[src/rtl/matmul_ctrl.sv]
// matmul_ctrl: sequencer for an 8x8 signed matrix multiply, C = A x B.
// Walks the A and B operand RAMs (one-cycle read latency), multiply-
// accumulates each inner product and writes the 19-bit result to C RAM.
// Each element takes 10 cycles: 8 FETCH, 1 DRAIN, 1 WRITE.
module matmul_ctrl #(
    parameter int DATA_W = 8,
    parameter int ACC_W  = 19
) (
    input  logic              clk,
    input  logic              reset,
    input  logic              start,
    output logic              busy,
    output logic              done,
    output logic [5:0]        a_addr,
    input  logic [DATA_W-1:0] a_data,
    output logic [5:0]        b_addr,
    input  logic [DATA_W-1:0] b_data,
    output logic [5:0]        c_addr,
    output logic [ACC_W-1:0]  c_data,
    output logic              c_wr
);

    typedef enum logic [1:0] {IDLE, FETCH, DRAIN, WRITE} state_t;

    state_t                    state, state_nx;
    logic [2:0]                i, j, k;
    logic                      v, f;
    logic                      done_r;
    logic signed [ACC_W-1:0]   acc;
    logic signed [2*DATA_W-1:0] prod;
    logic signed [ACC_W-1:0]   prod_ext;
    logic                      last_elem;

    assign last_elem = (i == 3'd7) && (j == 3'd7);
    assign prod      = $signed(a_data) * $signed(b_data);
    assign prod_ext  = {{(ACC_W-2*DATA_W){prod[2*DATA_W-1]}}, prod};

    // Next-state decode: 8 FETCH cycles, one DRAIN, one WRITE per element.
    always_comb begin
        // NOTE: default first so every path assigns state_nx and no latch is inferred.
        state_nx = state;
        case (state)
            IDLE:    if (start) state_nx = FETCH;
            FETCH:   if (k == 3'd7) state_nx = DRAIN;
            DRAIN:   state_nx = WRITE;
            WRITE:   state_nx = last_elem ? IDLE : FETCH;
            default: state_nx = IDLE;
        endcase
    end

    // State register, loop counters, pipeline flags and the done pulse.
    always_ff @(posedge clk) begin
        // NOTE: non-blocking so every register samples pre-edge values of the others.
        if (reset) begin
            state  <= IDLE;
            i      <= '0;
            j      <= '0;
            k      <= '0;
            v      <= 1'b0;
            f      <= 1'b0;
            done_r <= 1'b0;
        end else begin
            state  <= state_nx;
            v      <= (state == FETCH);
            f      <= (state == FETCH) && (k == 3'd0);
            done_r <= (state == WRITE) && last_elem;
            case (state)
                IDLE: begin
                    i <= '0;
                    j <= '0;
                    k <= '0;
                end
                FETCH: k <= k + 3'd1;   // wraps 7 -> 0 ready for the next element
                WRITE: begin
                    j <= j + 3'd1;
                    if (j == 3'd7) i <= i + 3'd1;
                end
                default: ;
            endcase
        end
    end

    // Accumulator: data arrives one cycle after its address, flagged by v/f.
    always_ff @(posedge clk) begin
        if (reset) begin
            acc <= '0;
        end else if (v) begin
            acc <= (f ? '0 : acc) + prod_ext;
        end
    end

    // Output decode; addresses are held at zero outside the states that use them.
    always_comb begin
        busy   = (state != IDLE);
        done   = done_r;
        c_wr   = (state == WRITE);
        a_addr = '0;
        b_addr = '0;
        c_addr = '0;
        c_data = '0;
        if (state == FETCH) begin
            a_addr = {i, k};
            b_addr = {k, j};
        end
        if (state == WRITE) begin
            c_addr = {i, j};
            c_data = acc;
        end
    end

endmodule

[config.mk]
export PLATFORM = sky130hd
export DESIGN_NAME = matmul_ctrl
export DESIGN_NICKNAME = d
export VERILOG_FILES = /design/src/rtl/matmul_ctrl.sv
export SDC_FILE = /design/constraint.sdc
export NUM_CORES = 1
export LEC_CHECK = 0
export CAP_MARGIN = 25
export CORE_UTILIZATION = 34
export CTS_CLUSTER_SIZE = 24
export DETAILED_ROUTE_END_ITERATION = 16
export HOLD_SLACK_MARGIN = 0.03
export SLEW_MARGIN = 20
export SYNTH_ARGS = -nofsm -noshare
export SYNTH_HDL_FRONTEND = slang
export SYNTH_SLANG_ARGS = --single-unit
export TNS_END_PERCENT = 5
[constraint.sdc]
create_clock -name clk -period 10 [get_ports clk]
set_clock_uncertainty 0.15 [all_clocks]
set_input_delay 2 -clock clk [delete_from_list [all_inputs] [get_ports clk]]
set_output_delay 2 -clock clk [all_outputs]
set_load 0.005 [all_outputs]
* Word level (Yosys, flattened, before mapping)
Cells that the tools add are included.
** Operators by class
- $mul :: 1
- Add/subtract/negate cells :: 4
- Equality and inequality tests :: 9
- Mux-type cells :: 13
- Reductions and logical operators :: 10
** Operators with widths (number)
- two-way mux 19 bit :: 2
- adder 19 bit :: 1
- two-way mux 6 bit :: 3
- one-hot mux 3 bit (2 select lines) :: 3
- multiplier 8 x 8 -> 16 bit :: 1
- adder 3 x 1 -> 3 bit, second input constant :: 3
- == test 3 bit, second input constant :: 3
- one-hot mux 2 bit (4 select lines) :: 1
- nonzero test 2 bit :: 3
- == test 2 bit, second input constant :: 2
- two-way mux 2 bit :: 2
- != test 2 bit, second input constant :: 2
- AND reduction 2 bit :: 2
- logical AND 1 bit :: 3
- zero test 3 bit :: 1
- two-way mux 3 bit :: 1
- == test 2 x 1 -> 1 bit, second input constant :: 1
- zero test 2 bit :: 1
- != test 2 x 1 -> 1 bit, second input constant :: 1
- two-way mux 1 bit :: 1
** Storage, ports and cells
- Register bits after elaboration :: 33
- Output and inout bits :: 40
- Bits of input ports :: 19
- Logic and storage cells :: 45

* Logic depth before layout (Yosys ltp)
Gate-level depths: netlist (run 1).
- Depth after elaboration :: 4
- Depth in mapped cells :: 26
- Mapped depth without buffers :: 26

* Worst setup path before layout (run 1)
No wires, ideal clock.
- Path type :: input to register
- From :: input a_data[3]
- To :: register acc[18]
- Required time :: 9.776 ns
- Setup slack :: 2.445 ns
- Data arrival time :: 7.330 ns
- Stages on the path :: 22
- Path through :: and2_1 > fa_1 > inv_1 > fa_1 > inv_1 > fa_1 > inv_1 > fa_1 > inv_1 > ha_1 > o21ai_0 > o21bai_1 > o31a_1 > a41oi_2 > o2bb2ai_1 > xnor2_1 > ha_1 > a21o_2 > a311o_1 > a211o_1 > a311o_1 > a31oi_1
** On the way
- Cells in the longest elaborated chain, start to end :: 2
** RTL lines
- start, declared :: RTL line 15 : input logic [DATA_W-1:0] a_data,
- multiplier 8 x 8 -> 16 bit :: RTL line 35 : assign prod = $signed(a_data) * $signed(b_data);
- adder 19 bit :: RTL line 88 : acc <= (f ? '0 : acc) + prod_ext;
- end signal, assigned :: RTL line 88
- end, declared :: RTL line 29 : logic signed [ACC_W-1:0] acc;
No other way between the ends.
A chain may end at the register's enable or synchronous reset.

* Worst setup path after layout (run 1)
- From :: input b_data[3]
- To :: register acc[18]
** On the way
- Cells in the longest elaborated chain, start to end :: 2
** RTL lines
- start, declared :: RTL line 17 : input logic [DATA_W-1:0] b_data,
- multiplier 8 x 8 -> 16 bit :: RTL line 35
- adder 19 bit :: RTL line 88
No other way between the ends.

==> results_dict.tcl, run 1 <==
set metrics [dict create \
    antenna_left 0 \
    cp_max_fo 8 \
    core-area_sq_um 14500 \
    grt_max_degree 35 \
    slowest_stage "fa_1" \
    diodes 0 \
    drt_iter0_markers 130 \
    io_buffers 58 \
    gp_congestion 0.794 \
    die-area_sq_um 15200 \
    required_ns 10.06 \
    via_per_inst 4.80 \
    track_usage_pct 16.0 \
    worstHoldPathType "reg2reg" \
    finalMaxSlewViolations 0 \
    p_total_mw 1.70 \
    netSwitchingPower_mw 0.819 \
    hold_start "k[2]$_SDFFE_PP0P_" \
    max_freq_mhz 120 \
    ys_seq_elements 33 \
    nFillCells 1453 \
    synth_cell_type_count 56 \
    path_cells "clkdlybuf4s50_1 > and2_1 > fa_1 > inv_1 > fa_1 > inv_1 > fa_1 > inv_1 > fa_1 > inv_1 > ha_1 > a21oi_1 > nor2_1 > a41oi_2 > o2bb2ai_1 > xnor2_1 > ha_1 > a21o_2 > a311o_1 > a211o_1 > a311o_1 > a31oi_1" \
    slew_headroom_pct 47.1 \
    p_leak_nw 2.75 \
    seq_power_share_pct 12.0 \
    cts.sinks 33 \
    remaining_drc_errors 0 \
    antenna_found_initial 0 \
    totalWireLength_mm 11.0 \
    clockBufferDepth 2 \
    areaGrowthSynthToFinish_pct 18.0 \
    syn_area_per_cell_sq_um 8.53 \
    wire_per_inst_microns 13.3 \
    status "complete, no violations" \
    cts_tree "yes" \
    tightest_slew_ns 0.792 \
    rsz0062_at_grt "false" \
    power_density_nw_per_um2 287 \
    postSynthNetCount 720 \
    whs_ns 0.325 \
    gr-total-overflow 0 \
    drt_pre_antenna_iters 4 \
    cts_hold_buf 0 \
    fp.dieW_microns 123 \
    cts_buffers 5 \
    synth-seq-area-share_pct 13.2 \
    endpoint_kind "flip-flop" \
    grt_pass1_wl_mm 19.3 \
    critPathKind "in2reg" \
    fin_setup_tns_ns 0 \
    clk_pin_slew_worst_paths_ns 0.06 \
    fin_crit_sh_pct 83.2 \
    cp-start-kind "input port" \
    dp_hpwl_mm 8.92 \
    setup_violations 0 \
    die_h_microns 123 \
    swShare_pct 48.2 \
    final_net_count 771 \
    drive_gt1_share_pct 3.28 \
    slowest_delay_ns 0.62 \
    crit_start "b_data[3]" \
    h-tree-depth 2 \
    start_util_pct 34.6 \
    comb_power_share_pct 79.2 \
    path_delay_family "adder cells" \
    intPower_mw 0.881 \
    arrival_ns 8.38 \
    cp_num_buf_inv 5 \
    synthCells 588 \
    vias 3959 \
    clockPowerShare_pct 8.8 \
    finalHoldViolations 0 \
    synth_warnings 0 \
    post-route-min-period_ns 8.32 \
    post_cts_buffers 0 \
    grt_pass1_vias 4216 \
    synth-main-ff-cell "dfxtp_1" \
    syn_area_sq_um 5010 \
    maxCapViolations 0 \
    cts-root-buf "clkbuf_16" \
    clkLatencyLatePin_ns 0.28 \
    async_reset_ff_share_pct 0 \
    ir_drop_mv 0.136 \
    rows 44 \
    synth_edf_count 0 \
    regToRegStartpoint "f$_SDFF_PP0_" \
    cts-resized-gates 0 \
    io_pins 59 \
]
## power by group through the flow
stage               combinational (mW)  clock, mW  sequential [mW]
finish                            1.35      0.149            0.205
global route                      1.54      0.157            0.212
CTS                               1.36      0.153            0.205
detailed placement                1.35          0            0.207
global placement                  1.32          0            0.206
floorplan                         1.12          0            0.182
## worst reg2reg max path: stages (launching register included)
cell and delay (ns):
dfxtp_1 0.83, nor2b_1 0.11, ha_1 0.25, fa_1 0.45, a211oi_2 0.20, nor2_1 0.11, o21ai_2 0.26, o21ai_2 0.12
a31o_1 0.27, a311o_1 0.36, a211o_1 0.31, a311o_1 0.27, a31oi_1 0.12
## layout by cell type, fill, tap and decap left out, drive strengths merged, types with 3 or more instances in the layout
cell type | synthesis | final
a211oi | 8 | 8
a21o | 9 | 9
a21oi | 28 | 28
a31oi | 3 | 3
and2 | 78 | 78
clkbuf | 12 | 5
clkdlybuf4s50 | 0 | 58
clkinv | 1 | 3
dfxtp | 33 | 33
fa | 56 | 56
ha | 57 | 57
inv | 101 | 101
mux2i | 7 | 7
nand2 | 27 | 27
nand2b | 3 | 3
nor2 | 44 | 44
nor2b | 26 | 26
nor3 | 6 | 6
o21a | 5 | 5
o21ai | 8 | 8
o21bai | 6 | 6
o41ai | 3 | 3
xnor2 | 25 | 25
xor2 | 5 | 5
## cell type report
class                           instances  area (sq um)  share of cell area, %
Clock inverter                          3          17.5                  0.296
Multi-Input combinational cell        437          3900                   65.9
Tap cell                              184           230                   3.89
Sequential cell                        33           661                   11.2
Timing Repair Buffer                   60           603                   10.2
Inverter                              102           383                   6.47
Clock buffer                            5           125                   2.11
## sequential cells by signal (all words and copies together) (netlist names)
signal  flops
acc        19
done        1
f           1
i           3
j           3
k           3
state       2
v           1
## routing by layer
metal	wire length (microns)	global-route usage, %	part of all wire [%]
met5	0	0	0
met4	95	3.01	0.87
met3	374	1.75	3.4
met2	5370	28.7	49
met1	5150	20.7	47
## cells in the mapped netlist (12+ instances only)
library cell / instances / area (sq um)
fa_1: 56 / 1120
dfxtp_1: 33 / 661
ha_1: 57 / 713
xnor2_1: 25 / 219
clkbuf_1: 12 / 45.0
a21oi_1: 28 / 140
nor2_1: 44 / 165
inv_1: 101 / 379
nand2_1: 27 / 101
nor2b_1: 26 / 163
and2_1: 78 / 488
## logic make-up after synthesis
group           after synthesis  synth area share [%]
compound gates               90                  13.0
mux                           8                  1.62
buf+inv                     118                  9.06
xor+xnor                     31                  5.71
fa+ha+maj                   113                  36.6
simple gates                195                  20.8
flops                        33                  13.2
## final timing paths
kind / to / slack (ns) / depth (start not counted)
hold / removal: f$_SDFF_PP0_ / 0.33 / 1
setup / recovery: acc[18]$_SDFFE_PP0P_ / 1.68 / 22
setup reg to reg: acc[18]$_SDFFE_PP0P_ / 6.13 / 12
hold reg to reg: f$_SDFF_PP0_ / 0.33 / 1
## through the flow
stage	worst slack [ns]	utilization (%)	cell area (sq um)	std cells
detailed placement	1.37	39.8	5760	815
global route	1.23	40.9	5920	824
floorplan	2.45	-	5010	588
finish	1.68	40.9	5920	824
global placement	1.49	39.8	5760	815
CTS	1.63	40.8	5900	823
Note: power is estimated with default switching activity, not from simulation.
==> run 2: changes to the inputs <==
==> constraint.sdc (replaced) <==
create_clock -name clk -period 8.4 [get_ports clk]
set_clock_uncertainty 0.15 [all_clocks]
set_input_delay 1.68 -clock clk [delete_from_list [all_inputs] [get_ports clk]]
set_output_delay 1.68 -clock clk [all_outputs]
set_load 0.005 [all_outputs]
==> run 2 against run 1 <==
Against the previous run:
- die area unchanged
- design area grew 1.1%
- first-iteration DRC count decreased by 3.1%
- routed wire length shrank 2.1%
- combinational power increased by 19%
- count of clock-buffer cells in the layout is the same
- highest routed layer unchanged
==> results_dict.tcl, run 2 (synthesis results as in run 1) <==
set metrics [dict create \
    wire_per_inst_microns 13.0 \
    finalHoldViolations 0 \
    p_leak_nw 2.78 \
    fp.dieW_microns 123 \
    fin_crit_sh_pct 92.8 \
    clk_pin_slew_worst_paths_ns 0.06 \
    core-area_sq_um 14500 \
    multiInputGateArea_sq_um 3900 \
    gr-total-overflow 0 \
    tightest_slew_ns 0.765 \
    slowest_stage "clkdlybuf4s50_1" \
    antenna_found_initial 0 \
    io_buffers 58 \
    grt_max_degree 35 \
    post-route-min-period_ns 7.79 \
    antenna_left 0 \
    setup_violations 0 \
    gp_congestion 0.802 \
    clockPowerShare_pct 11.6 \
    largest_reg_flops 19 \
    intPower_mw 1.13 \
    die-area_sq_um 15200 \
    arrival_ns 7.85 \
    cts-resized-gates 0 \
    grt_pass1_vias 4136 \
    cp_max_fo 8 \
    rsz0062_at_grt "false" \
    cp_num_buf_inv 5 \
    final_util_pct 41.3 \
    vias 3942 \
    dp_hpwl_mm 8.77 \
    swShare_pct 46.3 \
    cts_tree "yes" \
    path_delay_family "adder cells" \
    die_h_microns 123 \
    critPathKind "in2reg" \
    cp-start-kind "input port" \
    max_freq_mhz 128 \
    final_net_count 773 \
    cts-root-buf "clkbuf_16" \
    seq_power_share_pct 11.6 \
    seq_area_sq_um 661 \
    start_util_pct 34.6 \
    areaGrowthSynthToFinish_pct 19.3 \
    drt_iter0_markers 126 \
    rows 44 \
    final_common_cell "inv_1" \
    drt_pre_antenna_iters 4 \
    diodes 0 \
    maxCapViolations 0 \
    remaining_drc_errors 0 \
    grt_pass1_wl_mm 18.7 \
    cts_buffers 5 \
    comb_power_share_pct 76.8 \
    place_area_sq_um 5780 \
    worstHoldPathType "reg2reg" \
    slew_headroom_pct 48.9 \
    regMostFlops "acc" \
    nFillCells 1428 \
    h-tree-depth 2 \
    drive_gt1_share_pct 3.58 \
    io_pins 59 \
    netSwitchingPower_mw 0.971 \
    post_cts_buffers 0 \
    finalMaxSlewViolations 0 \
    cts_hold_buf 0 \
    whs_ns 0.342 \
    totalWireLength_mm 10.8 \
    cts.sinks 33 \
    design_area_sq_um 5980 \
    via_per_inst 4.77 \
    p_total_mw 2.10 \
    clockBufferDepth 2 \
    clkLatencyLatePin_ns 0.28 \
    power_density_nw_per_um2 351 \
    layout_common_cells "101 x inv_1, 78 x and2_1, 58 x clkdlybuf4s50_1, 57 x ha_1, 56 x fa_1" \
    slowest_delay_ns 0.55 \
    status "complete, no violations" \
    fin_setup_tns_ns 0 \
    ir_drop_mv 0.208 \
    track_usage_pct 15.4 \
    required_ns 8.46 \
    endpoint_kind "flip-flop" \
]
run 2: cell count changes in the layout (fill, tap and decap cells not counted), sizes merged:
cell,change
buf,+2
bufinv,+2
clkinv,-2
clkinvlp,-1
inv,+1
run 2: path summary, 6_finish.rpt:
| check | startpoint | end | slack (ns) | cells after the start |
|---|---|---|---|---|
| setup reg to reg | f$_SDFF_PP0_ | acc[18]$_SDFFE_PP0P_ | 4.53 | 12 |
| setup / recovery | a_data[4] | acc[18]$_SDFFE_PP0P_ | 0.61 | 25 |
| hold reg to reg | k[2]$_SDFFE_PP0P_ | f$_SDFF_PP0_ | 0.34 | 1 |
| hold / removal | k[2]$_SDFFE_PP0P_ | f$_SDFF_PP0_ | 0.34 | 1 |
run 2: worst register-to-register path: cells and delay by family, from the launching register on:
kind / cells / cell delay, ns
adder cells (fa/ha/maj): 2 / 0.69
flip-flops: 1 / 0.81
AND/OR/NAND/NOR: 2 / 0.23
AO/OA/AOI/OAI: 8 / 1.92
run 2: through the flow:
stage                     instances  worst slack [ns]
final                           826             0.607
after detailed placement        817             0.282
after global placement          817             0.429
after global routing            826             0.207
after CTS                       825             0.593
after floorplan                 588              1.17
run 2: routing by layer:
metal / vias up / part of all wire [%] / routed length, microns / track usage (%)
met5: - / 0 / 0 / 0
met4: 0 / 0.65 / 70 / 2.18
met3: 9 / 3.2 / 347 / 2.40
met2: 63 / 48 / 5190 / 27.4
met1: 1881 / 48 / 5140 / 20.0
li1: 1989 / - / - / -
run 2: layout make-up:
class | instances | area share, %
Sequential cell | 33 | 11.0
Tap cell | 184 | 3.85
Inverter | 102 | 6.40
Multi-Input combinational cell | 437 | 65.2
Clock inverter | 3 | 1.15
Timing Repair Buffer | 62 | 10.3
Clock buffer | 5 | 2.09
run 2: power by group through the flow:
stage                     clock network (mW)  logic (mW)  registers [mW]
after floorplan                            0        1.34           0.216
after global placement                     0        1.59           0.246
after detailed placement                   0        1.62           0.247
after CTS                              0.248        1.63           0.244
after global routing                   0.253        1.86           0.250
final                                  0.244        1.61           0.243
==> run 3: changes to the inputs <==
--- a/config.mk
+++ b/config.mk
@@ -5,11 +5,11 @@
 export SDC_FILE = /design/constraint.sdc
 export NUM_CORES = 1
 export LEC_CHECK = 0
-export CAP_MARGIN = 25
 export CORE_UTILIZATION = 34
 export CTS_CLUSTER_SIZE = 24
 export DETAILED_ROUTE_END_ITERATION = 16
 export HOLD_SLACK_MARGIN = 0.03
+export RECOVER_POWER = 50
 export SLEW_MARGIN = 20
 export SYNTH_ARGS = -nofsm -noshare
 export SYNTH_HDL_FRONTEND = slang
==> run 3 against run 2 <==
Against the previous run:
- the run now ends with capacitance limit, slew limit left
- die area unchanged
- first-iteration DRC count down 0.79%
- setup slack worse by 0.022 ns
- largest cell class unchanged
- hold slack worse by 0.0073 ns
- largest power group unchanged
- fmax down 0.28%
- global-route usage unchanged
==> results_dict.tcl, run 3 (synthesis results as in run 1) <==
set metrics [dict create \
    nFillCells 1428 \
    comb_power_share_pct 76.8 \
    diodes 0 \
    p_leak_nw 2.80 \
    start_util_pct 34.6 \
    cts-resized-gates 0 \
    cp_max_fo 8 \
    fp.dieW_microns 123 \
    die-area_sq_um 15200 \
    status "complete, but fails checks" \
    required_ns 8.44 \
    finalMaxSlewViolations 35 \
    post-route-min-period_ns 7.82 \
    gp_congestion 0.802 \
    die_h_microns 123 \
    tightest_slew_ns 1.58 \
    wire_per_inst_microns 13.0 \
    clockPowerShare_pct 11.6 \
    track_usage_pct 15.4 \
    max_freq_mhz 128 \
    grt_pass1_vias 4136 \
    drive_gt1_share_pct 3.28 \
    grt_pass1_wl_mm 18.7 \
    grt_max_degree 35 \
    power_density_nw_per_um2 351 \
    cp-start-kind "input port" \
    cp_num_buf_inv 5 \
    io_pins 59 \
    vias 3947 \
    violations "capacitance limit, slew limit" \
    gr-total-overflow 0 \
    cts_hold_buf 0 \
    preCtsSetupSlack_ns 0.282 \
    endpoint_kind "flip-flop" \
    largest_reg_flops 19 \
    worstHoldPathType "reg2reg" \
    seq_power_share_pct 11.6 \
    critPathKind "in2reg" \
    io_buffers 58 \
    final_common_cell "inv_1" \
    regMostFlops "acc" \
    clkLatencyLatePin_ns 0.28 \
    slew_headroom_pct -5.06 \
    clockBufferDepth 2 \
    setup_violations 0 \
    slowest_delay_ns 0.55 \
    cts-root-buf "clkbuf_16" \
    h-tree-depth 2 \
    antenna_found_initial 0 \
    finalHoldViolations 0 \
    intPower_mw 1.12 \
    final_net_count 772 \
    rsz0062_at_grt "false" \
    layout_common_cells "101 x inv_1, 70 x and2_1, 57 x ha_1, 56 x fa_1" \
    totalWireLength_mm 10.7 \
    p_total_mw 2.09 \
    maxCapViolations 1 \
    post_cts_buffers 0 \
    netSwitchingPower_mw 0.971 \
    cts_tree "yes" \
    cts_buffers 5 \
    areaGrowthSynthToFinish_pct 19.0 \
    antenna_left 0 \
    via_per_inst 4.78 \
    swShare_pct 46.4 \
    worst_slack_ns 0.585 \
    cts.sinks 33 \
    drt_iter0_markers 125 \
    slowest_stage "clkdlybuf4s50_1" \
    fin_setup_tns_ns 0 \
    clk_pin_slew_worst_paths_ns 0.06 \
    remaining_drc_errors 0 \
    core-area_sq_um 14500 \
    drt_pre_antenna_iters 4 \
    rows 44 \
    path_delay_family "adder cells" \
    dp_hpwl_mm 8.77 \
    ir_drop_mv 0.209 \
    fin_crit_sh_pct 93.0 \
    arrival_ns 7.85 \
]
## run 3: changes by cell type in the layout (fill, tap and decap cells not counted), sizes merged
cell / before / now
buf: 4 / 2
clkdlybuf4s50: 58 / 44
clkbuf: 5 / 6
dlygate4sd3: 0 / 14
## run 3: power by group through the flow
stage,Sequential [mW],Clock (mW),Combinational [mW]
after global routing,0.250,0.253,1.85
final,0.243,0.243,1.61
after global placement,0.246,0,1.59
after detailed placement,0.247,0,1.62
after CTS,0.244,0.248,1.63
after floorplan,0.216,0,1.34
## run 3: metrics by stage
| stage | area, sq um | hold WS (ns) | utilization, % | instances |
|---|---|---|---|---|
| after CTS | 5970 | 0.337 | 41.2 | 825 |
| after floorplan | 5010 | 0.285 | - | 588 |
| after global routing | 5970 | 0.365 | 41.2 | 825 |
| after detailed placement | 5780 | 0.326 | 39.9 | 817 |
| after global placement | 5780 | 0.315 | 39.9 | 817 |
| final | 5970 | 0.334 | 41.2 | 825 |
## run 3: final timing paths
check	startpoint	endpoint	slack [ns]	cells after the start
setup / recovery	a_data[4]	acc[18]$_SDFFE_PP0P_	0.58	25
hold / removal	k[2]$_SDFFE_PP0P_	f$_SDFF_PP0_	0.33	1
setup reg to reg	f$_SDFF_PP0_	acc[18]$_SDFFE_PP0P_	4.50	12
hold reg to reg	k[2]$_SDFFE_PP0P_	f$_SDFF_PP0_	0.33	1
## run 3: per-layer routing
| metal | part of all wire [%] | GRT usage (%) | routed length [microns] | vias up |
|---|---|---|---|---|
| li1 | - | - | - | 1986 |
| met1 | 48 | 20.0 | 5110 | 1891 |
| met2 | 48 | 27.4 | 5170 | 61 |
| met3 | 3.6 | 2.40 | 382 | 9 |
| met4 | 0.65 | 2.18 | 70 | 0 |
| met5 | 0 | 0 | 0 | - |
## run 3: cell type report
type | count | area (sq um) | area share, %
Multi-Input combinational cell | 437 | 3900 | 65.4
Timing Repair Buffer | 61 | 599 | 10.0
Clock inverter | 3 | 68.8 | 1.15
Sequential cell | 33 | 661 | 11.1
Clock buffer | 5 | 125 | 2.10
Inverter | 102 | 383 | 6.42
Tap cell | 184 | 230 | 3.86
